**config.mk**
```make
export PLATFORM = sky130hd
export DESIGN_NAME = somador_serial
export DESIGN_NICKNAME = d
export VERILOG_FILES = /design/src/rtl/somador_serial.sv
export SDC_FILE = /design/constraint.sdc
export NUM_CORES = 1
export LEC_CHECK = 0
export BUFFER_PORTS_ARGS = -buffer_cell sky130_fd_sc_hd__buf_2
export CAP_MARGIN = 20
export CORE_AREA = 2 2 58 66
export CTS_BUF_LIST = sky130_fd_sc_hd__clkbuf_2 sky130_fd_sc_hd__clkbuf_4 sky130_fd_sc_hd__clkbuf_8
export DETAILED_ROUTE_END_ITERATION = 10
export DIE_AREA = 0 0 60 68
export GPL_ROUTABILITY_DRIVEN = 0
export PLACE_DENSITY = 0.7
export SLEW_MARGIN = 20
export SYNTH_ARGS = -nofsm -noshare
export SYNTH_HDL_FRONTEND = slang
export SYNTH_SLANG_ARGS = --single-unit
```
**constraint.sdc**
```tcl
create_clock -name clk -period 2.1 [get_ports clk]
set_input_delay 0.105 -clock clk [delete_from_list [all_inputs] [get_ports clk]]
set_output_delay 0.105 -clock clk [all_outputs]
set_load 0.03 [all_outputs]
```
**src/rtl/somador_serial.sv**
```systemverilog
// Bit-serial adder: one full-add per clock, LSB first. The result register
// fills from its MSB end, so after N shifts the sum sits aligned in soma.
// Once valid is seen, soma/cout hold until the next start is accepted.
module somador_serial #(
  parameter int N = 8
) (
  input  logic         clk,
  input  logic         rst_n,
  input  logic         start,
  input  logic [N-1:0] a,
  input  logic [N-1:0] b,
  input  logic         cin,
  input  logic         ack,
  output logic         ready,
  output logic         valid,
  output logic [N-1:0] soma,
  output logic         cout
);

  // state  | meaning
  // IDLE   | waiting for start; ready=1
  // SOMA   | one bit added per cycle, N cycles total
  // PRONTO | result held, valid=1 until ack

  localparam int CW = $clog2(N + 1);
  localparam logic [CW-1:0] LAST = CW'(N - 1);

  typedef enum logic [1:0] {
    IDLE   = 2'd0,
    SOMA   = 2'd1,
    PRONTO = 2'd2
  } state_t;

  state_t state, state_next;

  logic [N-1:0]  reg_a;
  logic [N-1:0]  reg_b;
  logic [N-1:0]  res;
  logic [N-1:0]  res_next;
  logic [CW-1:0] cnt;
  logic          carry;
  logic          sum_bit;
  logic          carry_next;

  // Full add on the current LSBs, and the result shifted right with the new bit at its MSB
  always_comb begin
    sum_bit    = reg_a[0] ^ reg_b[0] ^ carry;
    carry_next = (reg_a[0] & reg_b[0]) | (reg_a[0] & carry) | (reg_b[0] & carry);
    res_next        = res >> 1;
    res_next[N-1]   = sum_bit;
  end

  // State register
  always_ff @(posedge clk or negedge rst_n) begin
    if (!rst_n) state <= IDLE;
    else        state <= state_next;
  end

  // Next-state logic; start only matters in IDLE, ack only in PRONTO
  always_comb begin
    state_next = state;
    case (state)
      IDLE:    if (start) state_next = SOMA;
      SOMA:    if (cnt == LAST) state_next = PRONTO;
      PRONTO:  if (ack) state_next = IDLE;
      default: state_next = IDLE;
    endcase
  end

  // Datapath: load on acceptance, shift/add in SOMA, hold everywhere else
  always_ff @(posedge clk or negedge rst_n) begin
    if (!rst_n) begin
      reg_a <= '0;
      reg_b <= '0;
      res   <= '0;
      cnt   <= '0;
      carry <= 1'b0;
    end else begin
      case (state)
        IDLE: begin
          if (start) begin
            reg_a <= a;
            reg_b <= b;
            carry <= cin;
            res   <= '0;
            cnt   <= '0;
          end
        end
        SOMA: begin
          reg_a <= reg_a >> 1;
          reg_b <= reg_b >> 1;
          carry <= carry_next;
          res   <= res_next;
          cnt   <= cnt + CW'(1);
        end
        default: ;
      endcase
    end
  end

  // Handshake flags decode straight from the state; result comes from the registers
  always_comb begin
    ready = (state == IDLE);
    valid = (state == PRONTO);
    soma  = res;
    cout  = carry;
  end

endmodule

```
Word level (Yosys, flattened, before mapping)
Index checks and enable logic that the tools add are counted.

storage, ports and cells
  flip-flop bits (word level) = 31
  input port bits = 21
  output and inout bits = 11
  logic and storage cells = 38

operators by class
  $add $sub $neg = 1
  eq/ne operators = 6
  multiplexer cells = 14
  bitwise gates (word level) = 7
  reductions and logical operators = 4

operator list
  operator                                       count
  case mux 8 bit (2 select lines)                3
  2-to-1 mux 8 bit                               3
  case mux 4 bit (2 select lines)                1
  2-to-1 mux 2 bit                               3
  != test 2 bit, second input constant           3
  case mux 2 bit (3 select lines)                1
  adder 4 x 1 -> 4 bit, second input constant    1
  == test 4 x 3 -> 1 bit, second input constant  1
  2-to-1 mux 4 bit                               1
  AND 1 bit                                      3
  AND reduction 3 bit                            1
  == test 2 x 1 -> 1 bit, second input constant  1
  == test 2 bit, second input constant           1
  logical NOT 2 bit                              1
  OR 1 bit                                       2
  case mux 1 bit (2 select lines)                1
  AND reduction 2 bit                            1
  nonzero test 2 bit                             1
  bitwise XOR 1 bit                              2
  2-to-1 mux 1 bit                               1

Logic depth before layout (Yosys ltp)
  depth in word-level cells = 4
  depth in mapped cells = 6
  depth with buffers taken out = 4

Least setup slack after synthesis
OpenSTA, ideal clock, no wires.

  path kind = register -> register
  start = register state[1]
  end = register state[1]
  setup time = 0.066 ns
  arrival = 1.335 ns
  required time = 2.034 ns
  path slack = 0.699 ns
  cell stages (with the launch flop) = 4
  buffers on the path = 1
  clock period less this slack = 1.401 ns
  path through = dfrtp_1 -> buf_2 -> nor2b_1 -> a22o_1

on the way
  longest elaborated chain between the ends = 3
  elaborated cells between the ends (all ways) = 8
  classes of those cells = 5 x eq/ne; 1 x mux; 2 x reduce/logical

ends and longest elaborated chain
  element                               RTL line  RTL
  start, declared                       34        state_t state, state_next;
  start signal, assigned                56        else state <= state_next;
  == test 2 bit *                       --
  net valid                             15        output logic valid,
  != test 2 bit (no source line)        --
  AND reduction 3 bit (no source line)  --

Mark *: on every way through the listed nets, which the timed path passes. The rest lies on a longest branch.
A chain may end at the register's enable or synchronous reset.

Worst setup path after layout
  start = register state[1]
  end = output port valid

on the way
  longest elaborated chain between the ends = 1

ends and longest elaborated chain
  element        RTL line  RTL
  == test 2 bit  104       valid = (state == PRONTO);
  end, declared  15

No other way between the ends.

==> flow_metrics.py <==
metrics = {
    "run_status": {
        "status": "completed",
    },
    "placement": {
        "dp_hpwl_um": 2220,
        "port_buffers": 31,
        "dp.cells": 213,
    },
    "floorplan": {
        "dieArea_um2": 4080,
        "die_w_um": 60,
        "start_util_pct": 43.0,
        "die_h_um": 68,
        "io_pins": 32,
        "coreArea_um2": 3480,
        "num_rows": 23,
    },
    "global_route": {
        "grt_max_degree": 32,
        "antenna_found_initial": 0,
        "grt_pass1_vias": 1198,
        "grt_pass1_wl_um": 5360,
        "gr-total-overflow": 0,
        "grt_usage_pct": 17.8,
    },
    "logic_synthesis": {
        "synth_area_um2": 1500,
        "ys_warn_count": 0,
        "synth_top_area_share_pct": 51.8,
        "synth_top_area_cell": "dfrtp_1",
        "ys_top_cells_by_area": "dfrtp_1, a22o_1, a22oi_1, nor2b_1, o21ai_1",
        "ys_seq_elements": 31,
        "synth_cell_types": 26,
        "netlist_instances": 138,
        "async_reset_ff_share_pct": 100,
        "yosysSeqAreaShare_pct": 51.8,
        "synth-edff-count": 0,
        "synthTopCellsByCount": "dfrtp_1, o21ai_1, nor2b_1, a21oi_1",
        "synth_ff_type": "dfrtp_1",
        "syn-num-nets": 161,
        "syn_area_per_cell_um2": 10.8,
        "synth_most_common_cell": "dfrtp_1",
    },
    "worst_setup_path": {
        "reg2reg_from": "state[0]",
        "worst-path-stages": 2,
        "worstPathArrival_ps": 1430,
        "crit_buf_inv": 1,
        "slowest_stage": "dfrtp_1",
        "start_kind": "flop",
        "cpLargestDelayFamily": "flip-flops",
        "r2r_slack_ps": 660,
        "slowest_delay_ps": 680,
        "crit_path_start": "state[1]",
        "crit-reg2reg-capture": "reg_a[2]",
        "worstSetupEndpointType": "output pin",
        "rr_worst_depth": 4,
        "worstSetupPathType": "flop to output pin",
        "cp.required_ps": 2000,
        "crit_fanout": 16,
        "worstSetupEndpoint": "valid",
        "path_cells": "nor2b_1 > buf_2",
    },
    "cts": {
        "cts_buffers": 5,
        "root_buffer": "clkbuf_8",
        "cts.htree.levels": 2,
        "path_clk_slew_ps": 70,
        "insertion_delay_ps": 280,
        "clock-sinks": 31,
        "cts.path.max_buffers": 2,
        "cts_tree": "yes",
        "cts_resized": 0,
    },
    "timing": {
        "post-route-min-period_ps": 1540,
        "relSlewSlack_pct": 54.6,
        "clock.fmax_mhz": 651,
        "tns_ps": 0,
        "post-route-period-util_pct": 73.1,
        "setup_viol": 0,
        "fin_skew_ps": 5.89,
        "tightest_slew_ps": 680,
        "final_max_slew_viol_count": 0,
        "hold_ws_ps": 89.5,
        "hold_violations": 0,
        "grt_setup_unrepaired": "false",
    },
    "drt": {
        "drc_errors": 0,
        "dr.pass1.iters": 4,
        "viasPerCell": 5.36,
        "wire_per_inst_um": 14.3,
        "ant_nets": 0,
        "drtIter0Drc": 42,
        "vias": 1191,
        "routed_wl_um": 3170,
    },
    "finish": {
        "antennaDiodeCount": 0,
        "finalNonFillerCells": 222,
        "multi_input_area_um2": 636,
        "nFillCells": 314,
        "final_net_count": 194,
        "drive_gt1_share_pct": 29.7,
        "regArea_um2": 776,
        "synthToLayoutAreaGrowth_pct": 20.4,
    },
    "power": {
        "vdd_drop_max_mv": 0.583,
        "power_density_nw_per_um2": 1460,
        "leakagePower_nw": 0.825,
    },
    "hold_path": {
        "hp-class": "input pin to flop",
    },
    "run": {
        "maxCapViolCount": 0,
    },
}
## what timing repair did
item                                   4_1_cts  5_1_grt
buffers inserted                             0        0
hold buffers                                 1        0
endpoints found under the hold margin       31        0
## through the flow
stage / setup WS (ps) / util, % / area (um^2) / power, mW
6_report: 564 / 51.7 / 1800 / 2.63
3_3_place_gp: 695 / 48.1 / 1670 / 2.00
4_1_cts: 535 / 51.7 / 1800 / 2.66
5_1_grt: 466 / 51.7 / 1800 / 2.83
3_5_place_dp: 642 / 48.1 / 1670 / 2.04
2_1_floorplan: 699 / - / 1500 / 1.80
## worst min path at each step
stage / startpoint / end / slack (ps) / depth (start not counted)
after global routing: a[2] / reg_a[2] / 90 / 3
after detailed placement: rst_n / soma[4] / 190 / 1
after global placement: rst_n / soma[5] / 170 / 1
after CTS: b[5] / reg_b[5] / 80 / 3
final: b[5] / reg_b[5] / 90 / 3
after floorplan: rst_n / cnt[0] / -190 / 0
## registers in the layout (all words and copies together), names as in the netlist
name,count
state,2
soma,8
reg_b,8
cout,1
cnt,4
reg_a,8
## layer usage
layer  vias to the layer above  routed length, um  part of all wire [%]  track usage (%)
met4                         0                 63                   2.0             7.78
met1                       579               1320                    42             21.0
met5                         -                  0                     0                0
li1                        568                  -                     -                -
met3                         8                184                   5.8             5.48
met2                        36               1600                    51             29.8
## logic make-up after synthesis
family          Yosys count  synth area share, %
flops                    31                 51.8
fa+ha+maj                 2                 2.17
compound gates           61                 29.2
buf+inv                  14                 5.68
mux                       1                0.752
simple gates             29                 10.4
## report_power, final
part	total [mW]	switching (mW)	internal [mW]
Clock	0.610	0.226	0.384
Sequential	1.05	0.222	0.830
Combinational	0.970	0.542	0.428
## tightest hold or removal path: cells and delay by family
family,cells,cell delay [ps]
AOI/OAI and AO/OA,2,160
buffers and inverters,1,70
## cell type report
cell class	count	share of cell area, %
flip-flops and latches	31	43.1
multi-input cells	93	35.3
repair buffers	36	10.8
clock buffers	6	4.58
well taps	50	3.47
clock inverters	2	1.94
inverters	4	0.833
## cell usage in the layout (no fill, tap or decap)
cell,instances
a21oi_1,11
a22o_1,10
a22oi_1,10
a22oi_2,5
a2bb2oi_1,4
and2_1,1
and2b_1,1
and2b_4,1
buf_2,31
buf_4,4
bufinv_16,1
clkbuf_8,6
clkinv_2,1
dfrtp_1,31
dlygate4sd3_1,1
fa_1,1
ha_1,1
inv_1,4
mux2_2,1
nand2_1,9
nand2b_1,1
nand3_1,1
nor2_1,3
nor2b_1,12
o21ai_0,5
o21ai_1,14
o21bai_4,1
o31ai_1,1
No activity file was read; power rests on OpenSTA's default activity.
